[src/rtl/pwm_shadow_load_8carr_pkg.sv]
// pwm_shadow_load_8carr_pkg
//   Shared widths and encodings for the PWM double-buffered register loader.
//   PWM_WIDTH / PWMCOUNT_WIDTH are the carrier count and counter width used
//   across the PWM core; the enums name the load modes, write fields and the
//   group-commit FSM states.
package pwm_shadow_load_8carr_pkg;

  localparam int PWM_WIDTH      = 8;
  localparam int PWMCOUNT_WIDTH = 16;

  // Per-carrier load mode. LOAD_RSV behaves exactly like LOAD_EVT.
  typedef enum logic [1:0] {
    LOAD_IMM = 2'd0,
    LOAD_EVT = 2'd1,
    LOAD_GRP = 2'd2,
    LOAD_RSV = 2'd3
  } load_mode_e;

  typedef enum logic {
    FIELD_CMP = 1'b0,
    FIELD_PER = 1'b1
  } wr_field_e;

  typedef enum logic [1:0] {
    CS_IDLE  = 2'd0,
    CS_ARMED = 2'd1,
    CS_DONE  = 2'd2
  } commit_state_e;

endpackage

[src/rtl/pwm_shadow_load_8carr_shadow_reg.sv]
// shadow_reg_16bits_1carr
//   One carrier's shadow/active register pair.
//   Ports:
//     clk, reset          clock, asynchronous active-low reset
//     wr_en, field, data  shadow write (field: 0 = compare, 1 = period)
//     load                transfer the pre-write shadow into active
//     imm                 a write on this cycle also loads its own new value
//     period, compare     active values
//     pending             shadow holds data not yet loaded
//     clamp               sticky: a load saturated compare to period
module shadow_reg_16bits_1carr
  import pwm_shadow_load_8carr_pkg::*;
#(
  parameter int               CNT_W       = PWMCOUNT_WIDTH,
  parameter logic [CNT_W-1:0] RST_PERIOD  = 16'd1000,
  parameter logic [CNT_W-1:0] RST_COMPARE = 16'd0
) (
  input  logic             clk,
  input  logic             reset,
  input  logic             wr_en,
  input  logic             field,
  input  logic [CNT_W-1:0] data,
  input  logic             load,
  input  logic             imm,
  output logic [CNT_W-1:0] period,
  output logic [CNT_W-1:0] compare,
  output logic             pending,
  output logic             clamp
);

  logic [CNT_W-1:0] sh_per, sh_cmp;
  logic [CNT_W-1:0] nx_per, nx_cmp;
  logic [CNT_W-1:0] src_per, src_cmp;
  logic             use_new, do_load, sat;

  // NOTE: every signal gets a default at the top of always_comb so no path
  // leaves it unassigned; otherwise synthesis infers a latch.
  always_comb begin
    nx_per = sh_per;
    nx_cmp = sh_cmp;
    if (wr_en) begin
      if (field == FIELD_PER) nx_per = data;
      else                    nx_cmp = data;
    end
    // Immediate loads take the value being written; event/group loads take
    // the shadow as it stood before this cycle's write.
    use_new = wr_en & imm;
    src_per = use_new ? nx_per : sh_per;
    src_cmp = use_new ? nx_cmp : sh_cmp;
    do_load = use_new | load;
    sat     = src_cmp > src_per;
  end

  // NOTE: shadow copies are reset along with the active values because
  // software may trigger a load before ever writing the shadow.
  always_ff @(posedge clk or negedge reset) begin
    if (!reset) begin
      sh_per  <= RST_PERIOD;
      sh_cmp  <= RST_COMPARE;
      period  <= RST_PERIOD;
      compare <= RST_COMPARE;
      pending <= 1'b0;
      clamp   <= 1'b0;
    end else begin
      // NOTE: non-blocking assignments here so every register samples the
      // pre-edge values; blocking would leak new state into later lines.
      sh_per <= nx_per;
      sh_cmp <= nx_cmp;
      if (do_load) begin
        period  <= src_per;
        compare <= sat ? src_per : src_cmp;
      end
      // A write alongside an event load leaves the fresh value pending.
      pending <= use_new ? 1'b0 : (wr_en | (pending & ~load));
      // Saturation on this edge wins over the clear-by-write.
      clamp   <= (clamp & ~wr_en) | (do_load & sat);
    end
  end

endmodule

[src/rtl/pwm_shadow_load_8carr.sv]
// pwm_shadow_load_8carr
//   Double-buffered period/compare loader for the 8-carrier PWM core.
//   Ports:
//     clk, reset                  clock, asynchronous active-low reset
//     wr_valid/wr_ready           shadow write handshake
//     wr_carr, wr_field, wr_data  write target carrier, field, value
//     load_mode_c                 per-carrier load mode (load_mode_e)
//     maskevent_c                 per-carrier masked event pulses
//     commit_req, commit_mask     group commit request and carrier set
//     period_c, compare_c         active values to the PWM core
//     pending_c, clamp_c          per-carrier status
//     commit_busy, commit_done    group commit status
module pwm_shadow_load_8carr
  import pwm_shadow_load_8carr_pkg::*;
#(
  parameter int               N_CARR      = PWM_WIDTH,
  parameter int               CNT_W       = PWMCOUNT_WIDTH,
  parameter logic [CNT_W-1:0] RST_PERIOD  = 16'd1000,
  parameter logic [CNT_W-1:0] RST_COMPARE = 16'd0
) (
  input  logic                         clk,
  input  logic                         reset,
  input  logic                         wr_valid,
  output logic                         wr_ready,
  input  logic [2:0]                   wr_carr,
  input  logic                         wr_field,
  input  logic [CNT_W-1:0]             wr_data,
  input  logic [N_CARR-1:0][1:0]       load_mode_c,
  input  logic [N_CARR-1:0]            maskevent_c,
  input  logic                         commit_req,
  input  logic [N_CARR-1:0]            commit_mask,
  output logic [N_CARR-1:0][CNT_W-1:0] period_c,
  output logic [N_CARR-1:0][CNT_W-1:0] compare_c,
  output logic [N_CARR-1:0]            pending_c,
  output logic                         commit_busy,
  output logic                         commit_done,
  output logic [N_CARR-1:0]            clamp_c
);

  commit_state_e     state;
  logic [N_CARR-1:0] commit_mask_q;
  logic [N_CARR-1:0] remaining;
  logic [N_CARR-1:0] in_group, rem_next;
  logic [N_CARR-1:0] wr_en, load, imm;
  logic              ready_q, done_q, wr_fire;

  assign commit_busy = (state != CS_IDLE);
  assign commit_done = done_q;
  // Only carriers held by an active commit stall; others keep writing.
  assign wr_ready    = ready_q & ~(commit_busy & commit_mask_q[wr_carr]);
  assign wr_fire     = wr_valid & wr_ready;

  always_comb begin
    in_group = (state == CS_ARMED) ? remaining : '0;
    rem_next = remaining & ~maskevent_c;
    wr_en    = '0;
    load     = '0;
    imm      = '0;
    for (int i = 0; i < N_CARR; i++) begin
      wr_en[i] = wr_fire && (int'(wr_carr) == i);
      imm[i]   = (load_mode_c[i] == LOAD_IMM);
      // A carrier still owed a group load ignores its own event mode; the
      // group load fires on the event regardless of pending.
      load[i]  = maskevent_c[i] &
                 (in_group[i] |
                  (((load_mode_c[i] == LOAD_EVT) || (load_mode_c[i] == LOAD_RSV)) &
                   pending_c[i]));
    end
  end

  always_ff @(posedge clk or negedge reset) begin
    if (!reset) begin
      state         <= CS_IDLE;
      commit_mask_q <= '0;
      remaining     <= '0;
      done_q        <= 1'b0;
      ready_q       <= 1'b0;
    end else begin
      ready_q <= 1'b1;
      case (state)
        CS_IDLE: begin
          if (commit_req) begin
            commit_mask_q <= commit_mask;
            remaining     <= commit_mask;
            state         <= CS_DONE;
            if (|commit_mask) state <= CS_ARMED;
          end
        end
        CS_ARMED: begin
          remaining <= rem_next;
          if (rem_next == '0) begin
            state  <= CS_DONE;
            done_q <= 1'b1;
          end
        end
        CS_DONE: begin
          // Entered with done_q set after the last load; an empty commit
          // enters with it clear and raises the pulse one cycle later.
          if (done_q) begin
            state  <= CS_IDLE;
            done_q <= 1'b0;
          end else begin
            done_q <= 1'b1;
          end
        end
        default: state <= CS_IDLE;
      endcase
    end
  end

  for (genvar g = 0; g < N_CARR; g++) begin : g_carr
    shadow_reg_16bits_1carr #(
      .CNT_W       (CNT_W),
      .RST_PERIOD  (RST_PERIOD),
      .RST_COMPARE (RST_COMPARE)
    ) u_shadow (
      .clk     (clk),
      .reset   (reset),
      .wr_en   (wr_en[g]),
      .field   (wr_field),
      .data    (wr_data),
      .load    (load[g]),
      .imm     (imm[g]),
      .period  (period_c[g]),
      .compare (compare_c[g]),
      .pending (pending_c[g]),
      .clamp   (clamp_c[g])
    );
  end

endmodule

[config.mk]
export PLATFORM = sky130hd
export DESIGN_NAME = pwm_shadow_load_8carr
export DESIGN_NICKNAME = d
export VERILOG_FILES = /design/src/rtl/pwm_shadow_load_8carr_pkg.sv /design/src/rtl/pwm_shadow_load_8carr_shadow_reg.sv /design/src/rtl/pwm_shadow_load_8carr.sv
export SDC_FILE = /design/constraint.sdc
export NUM_CORES = 1
export LEC_CHECK = 0
export BUFFER_PORTS_ARGS = -buffer_cell sky130_fd_sc_hd__buf_2
export CORE_MARGIN = 8
export CORE_UTILIZATION = 40
export CTS_CLUSTER_DIAMETER = 30
export CTS_CLUSTER_SIZE = 24
export DETAILED_ROUTE_END_ITERATION = 10
export SYNTH_ARGS = -nofsm -noshare
export SYNTH_HDL_FRONTEND = slang
export SYNTH_HIERARCHICAL = 1
export SYNTH_SLANG_ARGS = --single-unit
[constraint.sdc]
create_clock -name clk -period 9.5 [get_ports clk]
set_clock_uncertainty 0.1 [all_clocks]
set_input_delay 0.95 -clock clk [delete_from_list [all_inputs] [get_ports clk]]
set_output_delay 0.95 -clock clk [all_outputs]
set_load 0.005 [all_outputs]
After elaboration in Yosys (flattened, before gate mapping)
Index checks and enable logic that the tools add are counted.
Word-level totals
  flip-flop bits (word level): 548
  input bits: 56
  output and inout port bits: 275
  logic and storage cells: 304
Cells by class
  magnitude comparators: 9
  equality and inequality tests: 28
  multiplexer cells: 77
  bitwise logic cells: 102
  reduce and logical (&&, ||, !) cells: 35
Operators by type and width (count)
  16-bit two-way mux: 56
  16-bit > comparator: 8
  1-bit bitwise AND: 51
  1-bit OR: 32
  2-bit by 1-bit equality test with 1-bit output (second input constant): 9
  2-bit equality test (second input constant): 9
  2-bit zero test: 9
  1-bit inverter: 17
  8-bit two-way mux: 2
  8-bit case mux with 2 select lines: 1
  3-bit equality test (second input constant): 4
  1-bit two-way mux: 11
  8-bit bitwise AND: 1
  1-bit logical AND: 8
  8-bit zero test: 1
  1-bit logical OR: 8
  2-bit two-way mux: 4
  8-bit inverter: 1
  8-bit OR reduction: 1
  3-bit by 2-bit equality test with 1-bit output (second input constant): 2
  2-bit case mux with 3 select lines: 1
  2-bit AND reduction: 3
  2-bit nonzero test: 3
  3-bit by 4-bit < comparator with 1-bit output (second input constant): 1
  7 further kinds: 8

Logic depth before layout (Yosys ltp)
  word-level depth: 12
  gate-level depth with buffers: 19
  mapped depth without buffers: 13

Cells and area by module
The synthesis kept the hierarchy.
By module, submodules not included
  shadow_reg_16bits_1carr at g_carr[0].u_shadow ...: times used 5, cells each 390, area an instance 3946.3 µm², seq. area each 1666.6 µm²
  shadow_reg_16bits_1carr at g_carr[5].u_shadow ...: times used 3, cells each 390, area an instance 3927.5 µm², seq. area each 1666.6 µm²
  pwm_shadow_load_8carr: times used 1, cells each 142, area an instance 1262.5 µm², seq. area each 500.5 µm²

Worst setup path before layout
No wires, ideal clock.
  path kind: input to register
  from: input wr_carr[0]
  to: register g_carr[4].u_shadow.compare[10]
  setup time: 80 ps
  arrival time: 4895 ps
  data required time: 9320 ps
  path slack: 4425 ps
  stages on the path: 19
  buffers on the path: 6
  path through: mux4_2 nor2_2 nor2_2 a2111oi_1 buf_2 nand2b_1 buf_2 buf_2 mux2_1 mux2_2 ha_1 a21oi_2 nand2_1 a221o_1 buf_6 or3_1 buf_6 buf_12 o211ai_2
Between the ends
  word-level cells in the longest chain between the ends: 11
  elaborated cells on any way between the ends: 16
  those cells by class: order compare: 1; eq/ne: 1; mux: 7; bitwise: 6; reduce/logical: 1
Ends and longest elaborated chain
  start: declaration: line pwm_shadow_load_8carr.sv:25  | input logic [2:0] wr_carr,
  1-bit binary-select mux with 3-bit select: line pwm_shadow_load_8carr.sv:50  | assign wr_ready = ready_q & ~(commit_busy & commit_mask_q[wr_carr]);
  1-bit two-way mux (implied by the code): line pwm_shadow_load_8carr.sv:50
  1-bit bitwise AND: line pwm_shadow_load_8carr.sv:50
  1-bit inverter: line pwm_shadow_load_8carr.sv:50
  1-bit bitwise AND: line pwm_shadow_load_8carr.sv:50
  1-bit bitwise AND: line pwm_shadow_load_8carr.sv:51  | assign wr_fire = wr_valid & wr_ready;
  1-bit logical AND *: line pwm_shadow_load_8carr.sv:60  | wr_en[i] = wr_fire && (int'(wr_carr) == i);
  named net wr_en[4]: line pwm_shadow_load_8carr.sv:44  | logic [N_CARR-1:0] wr_en, load, imm;
  16-bit two-way mux *: line pwm_shadow_load_8carr_shadow_reg.sv:41  | if (wr_en) begin
  named net g_carr[4].u_shadow.nx_cmp[14]: line pwm_shadow_load_8carr_shadow_reg.sv:32  | logic [CNT_W-1:0] nx_per, nx_cmp;
  16-bit two-way mux *: line pwm_shadow_load_8carr_shadow_reg.sv:49  | src_cmp = use_new ? nx_cmp : sh_cmp;
  16-bit > comparator *: line pwm_shadow_load_8carr_shadow_reg.sv:51  | sat = src_cmp > src_per;
  16-bit two-way mux *: line pwm_shadow_load_8carr_shadow_reg.sv:71  | compare <= sat ? src_per : src_cmp;
  end signal: assignment: line pwm_shadow_load_8carr_shadow_reg.sv:71
  end: declaration: line pwm_shadow_load_8carr_shadow_reg.sv:26  | output logic [CNT_W-1:0] compare,
The timed path passes the listed nets; every way through them passes the cells marked *. The select of a mux whose other input is x is not followed.
A chain may end at the register's enable or synchronous reset.

Worst setup path after layout
  from: register state[0]
  to: register g_carr[2].u_shadow.compare[1]
Between the ends
  word-level cells in the longest chain between the ends: 10
  elaborated cells on any way between the ends: 18
  those cells by class: order compare: 1; eq/ne: 1; mux: 6; bitwise: 8; reduce/logical: 2
Ends and longest elaborated chain
  start: declaration: line pwm_shadow_load_8carr.sv:40  | commit_state_e state;
  start signal: assignment: line pwm_shadow_load_8carr.sv:73  | state <= CS_IDLE;
  start signal: assignment: line pwm_shadow_load_8carr.sv:85  | state <= CS_DONE;
  start signal: assignment: line pwm_shadow_load_8carr.sv:86  | if (|commit_mask) state <= CS_ARMED;
  2-bit nonzero test: line pwm_shadow_load_8carr.sv:47  | assign commit_busy = (state != CS_IDLE);
  1-bit bitwise AND: line pwm_shadow_load_8carr.sv:50
  1-bit inverter: line pwm_shadow_load_8carr.sv:50
  1-bit bitwise AND: line pwm_shadow_load_8carr.sv:50
  1-bit bitwise AND: line pwm_shadow_load_8carr.sv:51
  1-bit logical AND: line pwm_shadow_load_8carr.sv:60
  named net wr_en[2]: line pwm_shadow_load_8carr.sv:44
  16-bit two-way mux: line pwm_shadow_load_8carr_shadow_reg.sv:41
  named net g_carr[2].u_shadow.nx_cmp[14]: line pwm_shadow_load_8carr_shadow_reg.sv:32
  16-bit two-way mux: line pwm_shadow_load_8carr_shadow_reg.sv:49
  16-bit > comparator: line pwm_shadow_load_8carr_shadow_reg.sv:51
  16-bit two-way mux: line pwm_shadow_load_8carr_shadow_reg.sv:71
  end signal: assignment: line pwm_shadow_load_8carr_shadow_reg.sv:71
  end: declaration: line pwm_shadow_load_8carr_shadow_reg.sv:26
The timed path passes the listed nets, and every way through them passes these cells.

==> out/metrics.cfg <==
[outcome]
run_status = finished, final reports clean

[layout]
fin_area_um2 = 40900
multiInputGateArea_um2 = 17600
fin_nets = 3741
area_growth_pct = 24.8
regArea_um2 = 13800
finish.utilization_pct = 50.1
fillCellCount = 7422
final_layout_size_suffix_gt1_share_pct = 33.7

[critical_path]
r2r_cells = 12
critPathBufInv = 1
endpoint_kind = flip-flop
required_ns = 9.94
rr_startpoint = state[0]
path_cells = nor2_1 > inv_1 > a211o_1 > nor2_4 > nand2b_1 > mux2_1 > mux2_2 > ha_1 > nand4_2 > a21oi_1 > or3_1 > o211ai_1
slowest_delay_ns = 0.98
crit_fanout = 52
worstSetupPathType = reg -> reg
r2r-end = g_carr[2].u_shadow/compare[1]
endpoint = g_carr[2].u_shadow/compare[1]
r2r_setup_slack_ns = 2.70
setup.worst_path.start = state[0]
start_kind = flip-flop
cp.arrival_ns = 7.24
cp_top_family = simple AND/OR/NAND/NOR gates
crit_path_top_delay_cell = a21oi_1
critical_path_depth = 12

[clocking]
clockBufferDepth = 3
postCtsSetupBuffers = 0
cts_hold_buf = 0
insertion_delay_ns = 0.71
path_clk_slew_ns = 0.04
cts_resized = 0
htreeDepth = 4
cts_made_buffers = 161
cts_tree = done
cts.sinks = 548
root_buffer = clkbuf_16

[grt]
grt_pass1_wl_um = 161000
grt_pass1_vias = 26802
grt-ovfl-total = 0
antenna_found_initial = 22
grt_use_total_pct = 22.5
grt_max_degree = 170

[logic_synthesis]
syn-num-nets = 3446
synth_flop_cell = dfrtp_1
synth_area_um2 = 32800
avgSynthCellArea_um2 = 10.0
yosysSeqAreaShare_pct = 42.2
synthCells = 3262
synth-edff-count = 0
synth-seq-cells = 548
synthArstFlopShare_pct = 100
synthDistinctLibCells = 54
yosys_warnings = 6

[place]
dp_hpwl_um = 67200
portBuffers = 330
gp_congestion = 0.862
postPlaceCellArea_um2 = 35300

[sta]
period_needed_ns = 6.80
worst_pin_slew_ns = 1.23
rsz0062_at_grt = false
post-route-period-util_pct = 71.6
fmax_mhz = 147
slew_viol_final = 0
setup_viol = 0
hold_viol = 0
slew_headroom_pct = 18.3
final.setup.tns_ns = 0

[power]
p_per_area_nw_per_um2 = 343
clock_power_share_pct = 38.4
p_seq_share_pct = 27.4
p_int_uw = 9040
power.leakage_uw = 0.0201
p_sw_uw = 4980
switching_share_pct = 35.5
peakVddDrop_mv = 0.197
pwr-share-comb_pct = 34.2

[worst_hold_path]
hold_class = in -> async

[die]
die_h_um = 302
row_count = 105
io_pins = 331
start_util_pct = 40.2
dieArea_um2 = 91400
core_um2 = 81600
die_w_um = 302

[detailed_routing]
num_vias = 27333
antenna_left = 0
drt-wirelength-per-cell_um = 22.0
routed_wl_um = 105000
dr.first_iter.drc_count = 2178
remaining_drc_errors = 0
dr.pass1.iters = 7
viasPerCell = 5.71

[job]
drv_cap = 0

## metal layers
layer | vias to the layer above | global-route usage [%] | part of all wire, %
li1 | 12866 | - | -
met1 | 13346 | 31.2 | 45
met2 | 921 | 34.3 | 45
met3 | 190 | 5.24 | 7.9
met4 | 10 | 7.70 | 2.3
met5 | - | 0 | 0.061
## power groups by stage
stage | sequential (µW) | clock [µW] | combinational [µW]
3_3_place_gp | 3840 | 0 | 4730
5_1_grt | 3960 | 5620 | 5290
6_report | 3850 | 5390 | 4790
3_5_place_dp | 3860 | 0 | 4790
2_1_floorplan | 3770 | 0 | 3400
4_1_cts | 3850 | 5490 | 4810
## how the worst min path moves through the flow
stage	start	end	slack (ns)	depth (start not counted)
after detailed placement	g_carr[2].u_shadow/period[10]	g_carr[2].u_shadow/period[10]	0.37	2
after floorplan	g_carr[0].u_shadow/period[3]	g_carr[0].u_shadow/period[3]	0.37	2
after global placement	g_carr[1].u_shadow/period[2]	g_carr[1].u_shadow/period[2]	0.36	2
after CTS	reset	g_carr[0].u_shadow/sh_cmp[13]	0.14	1
final	reset	g_carr[0].u_shadow/compare[9]	0.17	1
after global routing	reset	g_carr[0].u_shadow/compare[9]	0.19	1
## synth_stat cells, drive strengths merged, types with 35 or more instances
| library cell | instances | share of area [%] |
|---|---|---|
| ha | 128 | 4.9 |
| and3 | 128 | 2.4 |
| dfstp | 96 | 7.7 |
| o211ai | 136 | 4.3 |
| a21boi | 129 | 3.0 |
| a21oi | 62 | 1.0 |
| a21o | 136 | 3.1 |
| buf | 82 | 1.9 |
| and2 | 120 | 2.3 |
| mux2 | 256 | 8.8 |
| inv | 36 | 0.41 |
| nand4 | 35 | 0.76 |
| nor3 | 129 | 2.0 |
| a31oi | 121 | 2.3 |
| nand2 | 288 | 3.3 |
| or2 | 128 | 2.4 |
| o21ai | 141 | 2.2 |
| o31ai | 257 | 5.9 |
| clkbuf | 204 | 2.3 |
| dfrtp | 452 | 35 |
## cells in the final DEF, fill, tap and decap left out, types with 56 or more instances in the layout
cell	n
buf_4	85
dfstp_2	96
nand2_1	288
nor3_1	128
a21o_1	136
clkbuf_16	165
a21boi_0	129
or2_2	128
mux2_2	208
o211ai_2	80
and2_1	120
ha_1	128
o211ai_1	56
and3_1	128
buf_2	328
dfrtp_1	452
o31ai_1	257
a31oi_1	121
o21ai_0	141
## cells by family (layout without fill, tap and decap cells)
family	count (synthesis)	count (layout)	share of synthesized area, %
DFF	548	548	42.2
other	1	21	0.0114
muxes	266	266	9.19
AOI/OAI and AO/OA	1049	1049	23.8
and+or+nand+nor	948	948	15.2
adders and majority gates	128	128	4.89
buffers and inverters	322	756	4.64
## metrics by stage
stage	total power, µW	cells	setup WS [ns]	hold slack [ns]
after floorplan	7170	3262	4.43	0.370
after global placement	8570	4464	2.29	0.360
after detailed placement	8650	4464	2.21	0.366
after CTS	14100	4766	2.81	0.142
after global routing	14900	4766	2.30	0.185
final	14000	4786	2.70	0.167
## state kept, by name, indices dropped and copies added (netlist names)
name,cells
commit_mask_q,8
g_carr.u_shadow/compare,128
g_carr.u_shadow/clamp,8
g_carr.u_shadow/pending,8
ready_q,1
remaining,8
g_carr.u_shadow/sh_cmp,128
commit_done,1
g_carr.u_shadow/sh_per,128
g_carr.u_shadow/period,128
state,2
## final cells by class
type	instances	area share, %
Clock buffer	238	11.7
Inverter	36	0.330
Antenna cell	20	0.122
Timing Repair Buffer	418	5.78
Clock inverter	64	1.91
Tap cell	1070	3.27
Sequential cell	548	33.8
Multi-Input combinational cell	2392	43.1
Note: power is estimated with default switching activity, not from simulation.
